**src/rtl/mips_isa_pkg.sv**
```systemverilog
// Shared MIPS ISA definitions: opcodes, instruction field positions and
// the program-load encoder state encoding.
package mips_isa_pkg;

  localparam logic [5:0] OP_RTYPE = 6'h00;
  localparam logic [5:0] OP_BEQ   = 6'h04;
  localparam logic [5:0] OP_BNE   = 6'h05;
  localparam logic [5:0] OP_ADDI  = 6'h08;
  localparam logic [5:0] OP_ANDI  = 6'h0C;
  localparam logic [5:0] OP_ORI   = 6'h0D;
  localparam logic [5:0] OP_LUI   = 6'h0F;
  localparam logic [5:0] OP_LW    = 6'h23;
  localparam logic [5:0] OP_SW    = 6'h2B;

  localparam int OP_MSB    = 31;
  localparam int OP_LSB    = 26;
  localparam int RS_MSB    = 25;
  localparam int RS_LSB    = 21;
  localparam int RT_MSB    = 20;
  localparam int RT_LSB    = 16;
  localparam int RD_MSB    = 15;
  localparam int RD_LSB    = 11;
  localparam int SHAMT_MSB = 10;
  localparam int SHAMT_LSB = 6;
  localparam int FUNCT_MSB = 5;
  localparam int FUNCT_LSB = 0;
  localparam int IMM_MSB   = 15;
  localparam int IMM_LSB   = 0;

  typedef enum logic [1:0] {
    ST_IDLE = 2'd0,
    ST_LOAD = 2'd1,
    ST_FULL = 2'd2
  } enc_state_t;

endpackage

```
**src/rtl/instr_field_packer.sv**
```systemverilog
// Combinational packer: places instruction fields into a 32-bit MIPS word
// and flags whether the opcode belongs to the supported set.
module instr_field_packer
  import mips_isa_pkg::*;
(
  input  logic [5:0]  op,
  input  logic [4:0]  rs,
  input  logic [4:0]  rt,
  input  logic [4:0]  rd,
  input  logic [4:0]  shamt,
  input  logic [5:0]  funct,
  input  logic [15:0] imm,
  output logic [31:0] word,
  output logic        supported
);

  always_comb begin
    word      = '0;
    supported = 1'b1;
    word[OP_MSB:OP_LSB] = op;
    word[RT_MSB:RT_LSB] = rt;
    case (op)
      OP_RTYPE: begin
        word[RS_MSB:RS_LSB]       = rs;
        word[RD_MSB:RD_LSB]       = rd;
        word[SHAMT_MSB:SHAMT_LSB] = shamt;
        word[FUNCT_MSB:FUNCT_LSB] = funct;
      end
      OP_ADDI, OP_ANDI, OP_ORI, OP_LW, OP_SW, OP_BEQ, OP_BNE: begin
        word[RS_MSB:RS_LSB]   = rs;
        word[IMM_MSB:IMM_LSB] = imm;
      end
      // LUI has no source register; the rs slot stays zero.
      OP_LUI: word[IMM_MSB:IMM_LSB] = imm;
      default: begin
        word      = '0;
        supported = 1'b0;
      end
    endcase
  end

endmodule

```
**src/rtl/instr_encoder.sv**
```systemverilog
// Program-load encoder: accepts field bundles, packs them and writes the
// words sequentially into instruction memory from BASE_ADDR.
//
// state   | meaning
// IDLE    | reset state, no session open, in_ready low
// LOAD    | session open, accepting one bundle per cycle
// FULL    | DEPTH words accepted, waiting for the next start
module instr_encoder
  import mips_isa_pkg::*;
#(
  parameter int DATA_WIDTH = 32,
  parameter int ADDR_WIDTH = 8,
  parameter int BASE_ADDR  = 0
) (
  input  logic                  clk,
  input  logic                  reset,
  input  logic                  start,
  input  logic                  in_valid,
  output logic                  in_ready,
  input  logic [5:0]            in_op,
  input  logic [4:0]            in_rs,
  input  logic [4:0]            in_rt,
  input  logic [4:0]            in_rd,
  input  logic [4:0]            in_shamt,
  input  logic [5:0]            in_funct,
  input  logic [15:0]           in_imm,
  output logic                  mem_we,
  output logic [ADDR_WIDTH-1:0] mem_addr,
  output logic [DATA_WIDTH-1:0] mem_wdata,
  output logic [ADDR_WIDTH:0]   word_count,
  output logic                  full,
  output logic                  err,
  output logic [5:0]            bad_op
);

  localparam int                  DEPTH     = 2 ** ADDR_WIDTH;
  localparam logic [ADDR_WIDTH:0] DEPTH_CNT = (ADDR_WIDTH + 1)'(DEPTH);
  localparam logic [ADDR_WIDTH:0] ONE_CNT   = (ADDR_WIDTH + 1)'(1);
  localparam logic [ADDR_WIDTH-1:0] BASE    = ADDR_WIDTH'(BASE_ADDR);

  enc_state_t            state;
  logic [31:0]           packed_word;
  logic                  supported;
  logic                  accept;
  logic [ADDR_WIDTH:0]   count_inc;

  instr_field_packer u_packer (
    .op        (in_op),
    .rs        (in_rs),
    .rt        (in_rt),
    .rd        (in_rd),
    .shamt     (in_shamt),
    .funct     (in_funct),
    .imm       (in_imm),
    .word      (packed_word),
    .supported (supported)
  );

  assign accept    = in_valid && in_ready;
  assign count_inc = word_count + ONE_CNT;

  always_ff @(posedge clk or posedge reset) begin
    if (reset) begin
      state      <= ST_IDLE;
      in_ready   <= 1'b0;
      mem_we     <= 1'b0;
      mem_addr   <= '0;
      mem_wdata  <= '0;
      word_count <= '0;
      full       <= 1'b0;
      err        <= 1'b0;
      bad_op     <= '0;
    end else begin
      mem_we <= 1'b0;
      // start wins over everything, including a bundle offered this cycle
      if (start) begin
        state      <= ST_LOAD;
        in_ready   <= 1'b1;
        word_count <= '0;
        full       <= 1'b0;
        err        <= 1'b0;
        bad_op     <= '0;
      end else begin
        case (state)
          ST_LOAD: begin
            if (accept) begin
              if (supported) begin
                mem_we     <= 1'b1;
                mem_addr   <= BASE + word_count[ADDR_WIDTH-1:0];
                mem_wdata  <= DATA_WIDTH'(packed_word);
                word_count <= count_inc;
                if (count_inc == DEPTH_CNT) begin
                  state    <= ST_FULL;
                  in_ready <= 1'b0;
                  full     <= 1'b1;
                end
              end else begin
                err <= 1'b1;
                if (!err) bad_op <= in_op;
              end
            end
          end
          default: ;
        endcase
      end
    end
  end

endmodule

```
**config.mk**
```make
export PLATFORM = sky130hd
export DESIGN_NAME = instr_encoder
export DESIGN_NICKNAME = d
export VERILOG_FILES = /design/src/rtl/mips_isa_pkg.sv /design/src/rtl/instr_field_packer.sv /design/src/rtl/instr_encoder.sv
export SDC_FILE = /design/constraint.sdc
export NUM_CORES = 1
export LEC_CHECK = 0
export ABC_AREA = 1
export BUFFER_PORTS_ARGS = -buffer_cell sky130_fd_sc_hd__buf_4
export CORE_MARGIN = 5
export CORE_UTILIZATION = 44
export DETAILED_ROUTE_END_ITERATION = 16
export GPL_TIMING_DRIVEN = 0
export PLACE_DENSITY_LB_ADDON = 0.1
export SYNTH_ARGS = -nofsm -noshare
export SYNTH_HDL_FRONTEND = slang
export SYNTH_SLANG_ARGS = --single-unit
```
**constraint.sdc**
```tcl
create_clock -name clk -period 1.7 [get_ports clk]
set_clock_uncertainty 0.15 [all_clocks]
set_input_delay 0.085 -clock clk [delete_from_list [all_inputs] [get_ports clk]]
set_output_delay 0.085 -clock clk [all_outputs]
set_load 0.02 [all_outputs]
```
==> results.md, run 1 <==
- Mean routed wirelength per cell: 13.46 µm
- Max Clk Rate: 614.4 MHz
- Synth Area per Inst: 7.406 µm²
- Setup WS pre-CTS: -0.1145 ns
- Fillers: 517
- Nets: 615
- Clock Latency Late Sink: 0.33 ns
- First-pass DRT Iterations: 4
- Worst R2R Setup Slack: 0.07 ns
- # setup viols final: 0
- Area delta synth->final: 61.30%
- Netlist Area Pre-Place: 2851 µm²
- Vias/cell: 4.843
- Clock root buffer: clkbuf_8
- Drc violations: 0
- Post-route design area: 4599 µm²
- DP Cell Count: 572
- Clock H-tree levels: 3
- Max Cap Violations: 0
- Longest Clk Path Bufs: 2
- Peak VDD IR: 0.6392 mV
- Yosys warnings: 0
- Synth Flop Type: dfrtp_1
- DRT iter0 DRCs: 130
- R2R depth: 10
- DIE AREA: 8190 µm²
- Row count: 29
- Outcome: finished, final reports clean
- Most common library cell in the layout ignoring fill and taps: nand2_1
- Die Width: 90.50 µm
- Slew HR: 67.63%
- Share of layout cells above drive strength 1: 27.79%
- First-pass GRT wire length: 14350 µm
- Worst r2r src: word_count[1]$_DFFE_PP0P_
- Port bufs: 109
- Final worst-path cycle share: 95.74%
- Initial core utilization: 45.16%
- Initial antenna violation count: 0
- Crit path max fanout: 6
- Chip height: 90.50 µm
- Post-Route WL: 8642 µm
- Setup TNS: 0 ns
- Minimum clock period after layout: 1.628 ns
- Antenna viol nets, final: 0
- Worst setup EP type: flip-flop
- Asr flop ratio synth: 100.0%
- Vias in the first global route: 3077
- Dpl cell area: 3786 µm²
- All-Layer GR Usage: 21.25%
- Hold-critical path depth: 5
- Capturing point of the worst reg2reg path: state[0]$_DFFE_PP0P_
- Ant. Diodes: 0
- Gr ovfl total: 0
- Hold EP: bad_op[3]$_DFFE_PP0P_
- IO Count: 111
- Required time of the critical path: 1.77 ns
- Vias after detailed routing: 3109
- Clock-pin slew on the worst setup and hold paths: 0.06 ns
- CP arrival: 1.70 ns
- Final non-filler cell total: 642
- WS Path Type: flip-flop to flip-flop
- P_leak: 2.553 nW
- Netlist cell types: 20
- #FFs+latches synth: 59
- Sequential area share after synthesis: 51.78%
- Final GP Congestion: 0.9104
- Pwr dens: 809.2 nW/µm²
- Final Core Density: 72.85%
- Hold Path Class: input port to flip-flop
- Most frequent cells in the layout: 190 x nand2_1, 113 x buf_4, 57 x dfrtp_1
- Hpwl dp: 5790 µm
- # clock sinks: 59
- Worst Slack Setup Final: 0.07238 ns
- CTS buffer count: 9
- Min-delay src: in_op[3]
- Startpoint types: flip-flop
- RSZ-0062 raised after global routing: true
- Cells after synthesis: 385
- CP Launch Point: word_count[1]$_DFFE_PP0P_
- CTS tree: built
- Fin. max-slew vios: 0
- Core footprint: 6314 µm²
- Number of synthesized flops with an enable pin: 0
- Pin count of the biggest net entering global routing: 43
- Final Hold Viols: 0
- Slew @ Worst Pin: 0.4827 ns
- Synth Net Count: 439
critical path, cell delays in order (launching register included):
cell and delay, ns:
dfrtp_2 0.44, ha_4 0.17, nand3_2 0.12, inv_2 0.10, nand2_1 0.05, nand2_1 0.08, nand2_1 0.06, nor2_1 0.09
nand3_1 0.11, nor2_1 0.11, nor2_1 0.05
cell type report:
cell class | instances | area, µm² | area share (%)
inverters | 26 | 100.1 | 2.176
flip-flops and latches | 59 | 1479 | 32.15
clock inverters | 2 | 35.03 | 0.7617
multi-input cells | 288 | 1274 | 27.69
repair buffers | 165 | 1394 | 30.30
clock buffers | 13 | 158.9 | 3.455
well taps | 77 | 96.34 | 2.095
plain buffers | 12 | 62.56 | 1.360
worst max path at each step:
| stage | to | slack [ns] | cells after the start |
|---|---|---|---|
| 5_1_grt | state[0]$_DFFE_PP0P_ | -0.05 | 9 |
| 3_3_place_gp | mem_wdata[25]$_DFFE_PP0P_ | -0.73 | 2 |
| 2_1_floorplan | state[0]$_DFFE_PP0P_ | -0.03 | 10 |
| 4_1_cts | state[0]$_DFFE_PP0P_ | -0.06 | 10 |
| 6_report | state[0]$_DFFE_PP0P_ | 0.07 | 10 |
| 3_5_place_dp | state[0]$_DFFE_PP0P_ | -0.11 | 10 |
flip-flops by register name (all words and copies together), names as in the netlist:
| signal | flops |
|---|---|
| mem_we | 1 |
| state | 1 |
| mem_wdata | 32 |
| bad_op | 6 |
| err | 1 |
| word_count | 9 |
| mem_addr | 8 |
| full | 1 |
power by group:
part / switching (W) / internal, W / leakage [nW]
clock: 0.000511 / 0.000748 / 0.0995
sequential: 0.0000752 / 0.00153 / 0.792
combinational: 0.000448 / 0.000407 / 1.66
per-stage QoR:
stage          power (W)  hold WS [ns]
2_1_floorplan   0.001995       0.04462
3_3_place_gp    0.002354        0.1388
3_5_place_dp    0.002375      -0.05371
4_1_cts         0.003727      0.009902
5_1_grt         0.003902       0.06233
6_report        0.003722       0.02947
cell usage after synthesis (2+ instances only):
library cell	instances	share of area, %
nor2_1	32	4.2
dfrtp_1	59	52
o21ai_0	2	0.35
inv_1	22	2.9
ha_1	2	0.88
buf_2	8	1.4
nand3_1	30	5.3
inv_2	4	0.53
nand4_1	6	1.3
buf_4	2	0.53
nand2_1	191	25
clkbuf_1	2	0.26
o21ai_1	18	3.2
cell families (layout without fill, tap and decap cells):
family | count (synthesis) | after routing | share of synthesized area (%)
and+or+nand+nor | 263 | 263 | 37.47
DFF | 59 | 59 | 51.78
buffers and inverters | 38 | 218 | 5.616
AOI/OAI and AO/OA | 22 | 22 | 3.949
adders and majority gates | 2 | 2 | 0.8774
xor gates and xnor gates | 1 | 1 | 0.3072
metal layers:
layer / vias to the layer above / part of all wire (%) / track usage [%]
met1: 1456 / 42 / 26.71
met2: 84 / 51 / 34.87
met3: 17 / 4.9 / 4.583
li1: 1552 / - / -
met5: - / 0 / 0
met4: 0 / 2.3 / 9.553
what timing repair did:
item / in CTS / in global routing
hold endpoints to repair: 92 / 0
buffers inserted: 0 / 3
pin swaps: 0 / 2
endpoints found under the setup margin: 39 / 47
gates resized for setup: 4 / 14
hold buffers: 52 / 0
No activity file was read; power rests on OpenSTA's default activity.
==> inputs of run 2 (changes only) <==
--- a/config.mk
+++ b/config.mk
@@ -8,7 +8,7 @@
 export ABC_AREA = 1
 export BUFFER_PORTS_ARGS = -buffer_cell sky130_fd_sc_hd__buf_4
 export CORE_MARGIN = 5
-export CORE_UTILIZATION = 44
+export CORE_UTILIZATION = 36
 export DETAILED_ROUTE_END_ITERATION = 16
 export GPL_TIMING_DRIVEN = 0
 export PLACE_DENSITY_LB_ADDON = 0.1
==> results.md, run 2 (synthesis results as in run 1) <==
- Drc violations: 0 (unchanged)
- Area delta synth->final: 63.54%
- Longest Clk Path Bufs: 2 (unchanged)
- Highest-delay cell along the critical path: dfrtp_2
- Crit path max fanout: 6 (unchanged)
- # setup viols final: 0 (unchanged)
- P_leak: 2.555 nW (about the same)
- Worst stage delay on the critical path: 0.44 ns (about the same)
- Initial core utilization: 36.90% (-8.3 points)
- Final non-filler cell total: 669 (+4.2%)
- Post-Route WL: 8901 µm (+3.0%)
- Chip height: 99 µm (+9.4%)
- Mean routed wirelength per cell: 13.30 µm (-1.2%)
- WS Path Type: flip-flop to flip-flop
- Peak VDD IR: 0.7006 mV (+9.6%)
- CP arrival: 1.69 ns (about the same)
- CTS tree: built
- Vias/cell: 4.583 (-5.4%)
- Most common library cell in the layout ignoring fill and taps: nand2_1
- Total Power: 0.003856 W (+3.6%)
- Startpoint types: flip-flop
- Initial antenna violation count: 0 (unchanged)
- Core footprint: 7727 µm² (+22%)
- First-pass GRT wire length: 14290 µm (-0.39%)
- Sw frac: 28.57% (+0.79 points)
- Port bufs: 109 (unchanged)
- Share of layout cells above drive strength 1: 29.63% (+1.8 points)
- DP Cell Count: 597 (+4.4%)
- Max Cap Violations: 0 (unchanged)
- Switching power: 0.001102 W (+6.6%)
- Top reg by flops: mem_wdata
- Hpwl dp: 5952 µm (+2.8%)
- Largest registers: mem_wdata (32), word_count (9), mem_addr (8)
- Final Core Density: 60.35% (-13 points)
- Slew HR: 66.05% (-1.6 points)
- RSZ-0062 raised after global routing: true
- Most frequent cells in the layout: 187 x nand2_1, 115 x buf_4, 55 x dfrtp_1
- Minimum clock period after layout: 1.601 ns (-0.02651 ns)
- Antenna viol nets, final: 0 (unchanged)
- IO Count: 111 (unchanged)
- Hold Path Class: input port to flip-flop
- All-Layer GR Usage: 18.17% (-3.1 points)
- Setup TNS: 0 ns (unchanged)
- Gr ovfl total: 0 (unchanged)
- Slew @ Worst Pin: 0.5085 ns (+0.02583 ns)
- Post-route design area: 4663 µm² (+1.4%)
- Clock share of power: 36.3% (+2.5 points)
- Outcome: finished, final reports clean
- Row count: 32 (+10%)
- Clock H-tree levels: 3 (unchanged)
- Seq pwr share: 41.7% (-1.5 points)
- First-pass DRT Iterations: 4 (unchanged)
- Worst setup EP type: flip-flop
- Dpl cell area: 3817 µm² (+0.83%)
- Ant. Diodes: 0 (unchanged)
- DIE AREA: 9801 µm² (+20%)
- Pint: 0.002754 W (+2.5%)
- Clock Latency Late Sink: 0.34 ns (about the same)
- Clock root buffer: clkbuf_8
- Combinational power share: 22.1% (-0.9 points)
- Clock-pin slew on the worst setup and hold paths: 0.07 ns (about the same)
- Required time of the critical path: 1.79 ns (+0.02 ns)
- Pwr dens: 826.9 nW/µm² (+2.2%)
- Vias after detailed routing: 3066 (-1.4%)
- DRT iter0 DRCs: 112 (-14%)
- Largest register FFs: 32 (unchanged)
- Nets: 616 (+0.16%)
- # clock sinks: 59 (unchanged)
- Max Clk Rate: 624.6 MHz (+1.7%)
- Final worst-path cycle share: 94.18% (-1.6 points)
- Pin count of the biggest net entering global routing: 38 (-12%)
- Die Width: 99 µm (+9.4%)
- Final Hold Viols: 0 (unchanged)
- CTS buffer count: 9 (unchanged)
- Vias in the first global route: 2989 (-2.9%)
- Crit-path cells: ha_4, nand3_4, inv_4, nand2_2, nand2_2, nand2_1, nor2_2, nand3_2, nor2_1, nor2_1
- Fin. max-slew vios: 0 (unchanged)
- Final GP Congestion: 0.8991 (-1.2%)
==> run 2: routing by layer <==
layer / up-vias / global-route usage, % / wire (µm)
met3: 8 / 6.086 / 570
met4: 0 / 5.462 / 110
met1: 1409 / 23.08 / 3935
li1: 1559 / - / -
met2: 90 / 29.34 / 4285
met5: - / 0 / 0
==> run 2: repair_timing <==
| action | 4_1_cts | 5_1_grt |
|---|---|---|
| hold buffers | 52 | 0 |
| buffers inserted | 1 | 3 |
| cloned | 0 | 0 |
| hold endpoints to repair | 57 | 0 |
| endpoints found under the setup margin | 37 | 38 |
| resized for setup | 7 | 21 |
| pin swaps | 0 | 9 |
==> run 2: cell type report <==
cell class                 count  area (µm²)
buffer                        12       62.56
clock buffer                  11       131.4
clock inverter                 5       77.57
fill                         683        3064
inverter                      26       102.6
multi-input combinational    288        1291
sequential                    59        1481
tap                          102       127.6
timing repair buffer         166        1389
==> run 2: final timing paths <==
check | start | endpoint | slack (ns) | depth (start not counted)
setup / recovery | word_count[1]$_DFFE_PP0P_ | state[0]$_DFFE_PP0P_ | 0.1 | 10
hold / removal | in_op[0] | bad_op[0]$_DFFE_PP0P_ | 0.02 | 5
setup reg to reg | word_count[1]$_DFFE_PP0P_ | state[0]$_DFFE_PP0P_ | 0.1 | 10
hold reg to reg | mem_wdata[30]$_DFFE_PP0P_ | mem_wdata[30]$_DFFE_PP0P_ | 0.33 | 2
max in group asynchronous | reset | word_count[4]$_DFFE_PP0P_ | 0.62 | 4
min in group asynchronous | reset | mem_wdata[7]$_DFFE_PP0P_ | 0.19 | 3
==> run 2: power groups by stage <==
stage          clock [W]  combinational, W  sequential (W)
2_1_floorplan          0          0.000209         0.00179
3_3_place_gp           0          0.000733         0.00163
3_5_place_dp           0          0.000748         0.00163
4_1_cts          0.00143          0.000845         0.00160
5_1_grt          0.00148          0.000925         0.00162
6_report         0.00140          0.000851         0.00161
==> run 2: through the flow <==
stage / hold WS, ns / setup WS [ns]
5_1_grt: 0.04370 / -0.02932
2_1_floorplan: 0.04462 / -0.02639
3_3_place_gp: 0.1364 / -0.8335
4_1_cts: 0.007721 / 0.02210
6_report: 0.01657 / 0.09889
3_5_place_dp: 0.008267 / -0.1684
==> run 2: critical path, delay by kind of cell (launching register included) <==
| kind | cells | cell delay (ns) |
|---|---|---|
| buffers and inverters | 1 | 0.09 |
| and+or+nand+nor | 8 | 0.62 |
| adders and majority gates | 1 | 0.18 |
| DFF | 1 | 0.44 |
==> inputs of run 3 (changes only) <==
--- a/config.mk
+++ b/config.mk
@@ -11,6 +11,7 @@
 export CORE_UTILIZATION = 36
 export DETAILED_ROUTE_END_ITERATION = 16
 export GPL_TIMING_DRIVEN = 0
+export MAX_ROUTING_LAYER = met4
 export PLACE_DENSITY_LB_ADDON = 0.1
 export SYNTH_ARGS = -nofsm -noshare
 export SYNTH_HDL_FRONTEND = slang
==> results.md, run 3 (synthesis results as in run 1) <==
- Switching power: 0.001100 W (-0.20%)
- Vias after detailed routing: 3050 (-0.52%)
- Clock Latency Late Sink: 0.34 ns (about the same)
- Largest registers: mem_wdata (32), word_count (9), mem_addr (8)
- Most common library cell in the layout ignoring fill and taps: nand2_1
- Vias/cell: 4.552 (-0.67%)
- Min-delay src: in_op[1]
- Worst stage delay on the critical path: 0.44 ns (about the same)
- Top reg by flops: mem_wdata
- Area delta synth->final: 63.80%
- Most frequent cells in the layout: 187 x nand2_1, 116 x buf_4, 55 x dfrtp_1
- Seq pwr share: 41.7% (about the same)
- Final Core Density: 60.44% (+0.097 points)
- Max Clk Rate: 624.7 MHz (about the same)
- Crit-path cells: ha_4, nand3_4, inv_4, nand2_2, nand2_2, nand2_1, nor2_2, nand3_2, nor2_1, nor2_1
- Clock-pin slew on the worst setup and hold paths: 0.07 ns (about the same)
- Hold-critical path depth: 5 (unchanged)
- Worst setup EP type: flip-flop
- Startpoint types: flip-flop
- WS Path Type: flip-flop to flip-flop
- Highest-delay cell along the critical path: dfrtp_2
- Max Cap Violations: 0 (unchanged)
- Mean routed wirelength per cell: 13.29 µm (about the same)
- Ant. Diodes: 0 (unchanged)
- Outcome: finished, final reports clean
- Drc violations: 0 (unchanged)
- P_leak: 2.562 nW (+0.26%)
- Final worst-path cycle share: 94.16% (about the same)
- Hpwl dp: 5952 µm (unchanged)
- Clock H-tree levels: 3 (unchanged)
- Capturing point of the worst reg2reg path: state[0]$_DFFE_PP0P_
- Hold Path Class: input port to flip-flop
- Clock root buffer: clkbuf_8
- Final non-filler cell total: 670 (+0.15%)
- CP arrival: 1.69 ns (about the same)
- # setup viols final: 0 (unchanged)
- DP Cell Count: 597 (unchanged)
- Worst r2r src: word_count[1]$_DFFE_PP0P_
- Final Hold Viols: 0 (unchanged)
- Post-Route WL: 8906 µm (about the same)
- Setup WS pre-CTS: -0.1684 ns (unchanged)
- Core footprint: 7727 µm² (unchanged)
- Worst R2R Setup Slack: 0.1 ns (about the same)
- Chip height: 99 µm (unchanged)
- Final GP Congestion: 0.9144 (+1.7%)
- Clock share of power: 36.2% (about the same)
- Worst Slack Setup Final: 0.09923 ns (+0.0003391 ns)
- Slew @ Worst Pin: 0.5074 ns (-0.001143 ns)
- IO Count: 111 (unchanged)
- Fin. max-slew vios: 0 (unchanged)
- Pint: 0.002755 W (about the same)
- Initial antenna violation count: 0 (unchanged)
- Pin count of the biggest net entering global routing: 38 (unchanged)
- Combinational power share: 22.1% (about the same)
- Slew HR: 66.12% (+0.076 points)
- Longest Clk Path Bufs: 2 (unchanged)
- Setup TNS: 0 ns (unchanged)
- Minimum clock period after layout: 1.601 ns (-0.0003391 ns)
- Peak VDD IR: 0.7006 mV (about the same)
- Gr ovfl total: 0 (unchanged)
- # clock sinks: 59 (unchanged)
- First-pass GRT wire length: 14250 µm (-0.29%)
- Port bufs: 109 (unchanged)
- Initial core utilization: 36.90% (unchanged)
- Required time of the critical path: 1.79 ns (about the same)
- DIE AREA: 9801 µm² (unchanged)
- Hold EP: bad_op[1]$_DFFE_PP0P_
- Vias in the first global route: 3002 (+0.43%)
- CTS buffer count: 9 (unchanged)
- Crit path max fanout: 6 (unchanged)
- CTS tree: built
- Sw frac: 28.53% (-0.042 points)
- All-Layer GR Usage: 18.71% (+0.54 points)
- Die Width: 99 µm (unchanged)
- Row count: 32 (unchanged)
- First-pass DRT Iterations: 5 (+1)
- R2R depth: 10 (unchanged)
- DRT iter0 DRCs: 134 (+20%)
- Worst hold slack: 0.05830 ns (+0.04173 ns)
- Nets: 617 (+0.16%)
- Antenna viol nets, final: 0 (unchanged)
- Pwr dens: 825.1 nW/µm² (-0.21%)
- Largest register FFs: 32 (unchanged)
- Share of layout cells above drive strength 1: 29.58% (-0.052 points)
run 3: changes by cell type in the layout (fill, tap and decap cells not counted):
cell	before	now
buf_4	115	116
inv_1	19	20
inv_2	5	4
run 3: cell type report:
class	instances	area, µm²
clock buffer	11	131.4
sequential	59	1481
buffer	12	62.56
fill	683	3057
timing repair buffer	167	1396
tap	102	127.6
inverter	26	102.6
multi-input combinational	288	1291
clock inverter	5	77.57
run 3: worst max path at each step:
stage	startpoint	to	slack [ns]	depth (start not counted)
6_report	word_count[1]$_DFFE_PP0P_	state[0]$_DFFE_PP0P_	0.1	10
3_3_place_gp	reset	mem_wdata[22]$_DFFE_PP0P_	-0.83	2
4_1_cts	in_op[5]	mem_wdata[3]$_DFFE_PP0P_	0.02	9
5_1_grt	word_count[1]$_DFFE_PP0P_	state[0]$_DFFE_PP0P_	-0.03	10
2_1_floorplan	word_count[0]$_DFFE_PP0P_	state[0]$_DFFE_PP0P_	-0.03	10
3_5_place_dp	word_count[0]$_DFFE_PP0P_	state[0]$_DFFE_PP0P_	-0.17	10
run 3: metal layers:
layer / vias to the layer above / track usage, % / wire length (µm)
met5: - / - / 0
met4: 0 / 5.462 / 136
met3: 11 / 5.237 / 468
met2: 80 / 29.24 / 4274
met1: 1399 / 23.70 / 4027
li1: 1560 / - / -
run 3: metrics by stage:
stage	power [W]	instance area, µm²
global route	0.004024	4671
floorplan	0.001995	2851
detailed placement	0.002376	3817
finish	0.003854	4671
CTS	0.003875	4577
global placement	0.002360	3797
run 3: power groups by stage:
stage | logic [W] | clock network [W] | registers, W
floorplan | 0.000209 | 0 | 0.00179
global placement | 0.000733 | 0 | 0.00163
detailed placement | 0.000748 | 0 | 0.00163
CTS | 0.000845 | 0.00143 | 0.00160
global route | 0.000924 | 0.00148 | 0.00162
finish | 0.000851 | 0.00140 | 0.00161
run 3: critical path, delay by kind of cell (launching register included):
kind	cells	cell delay (ns)
simple gates	8	0.62
flops	1	0.44
fa+ha+maj	1	0.18
buf+inv	1	0.09
run 3: timing repair:
item | CTS | global route
endpoints found under the hold margin | 57 | 0
pin swaps | 0 | 7
hold buffers | 52 | 0
buffers inserted | 1 | 4
setup endpoints to repair | 37 | 38
gates cloned | 0 | 0
gates resized for setup | 7 | 20
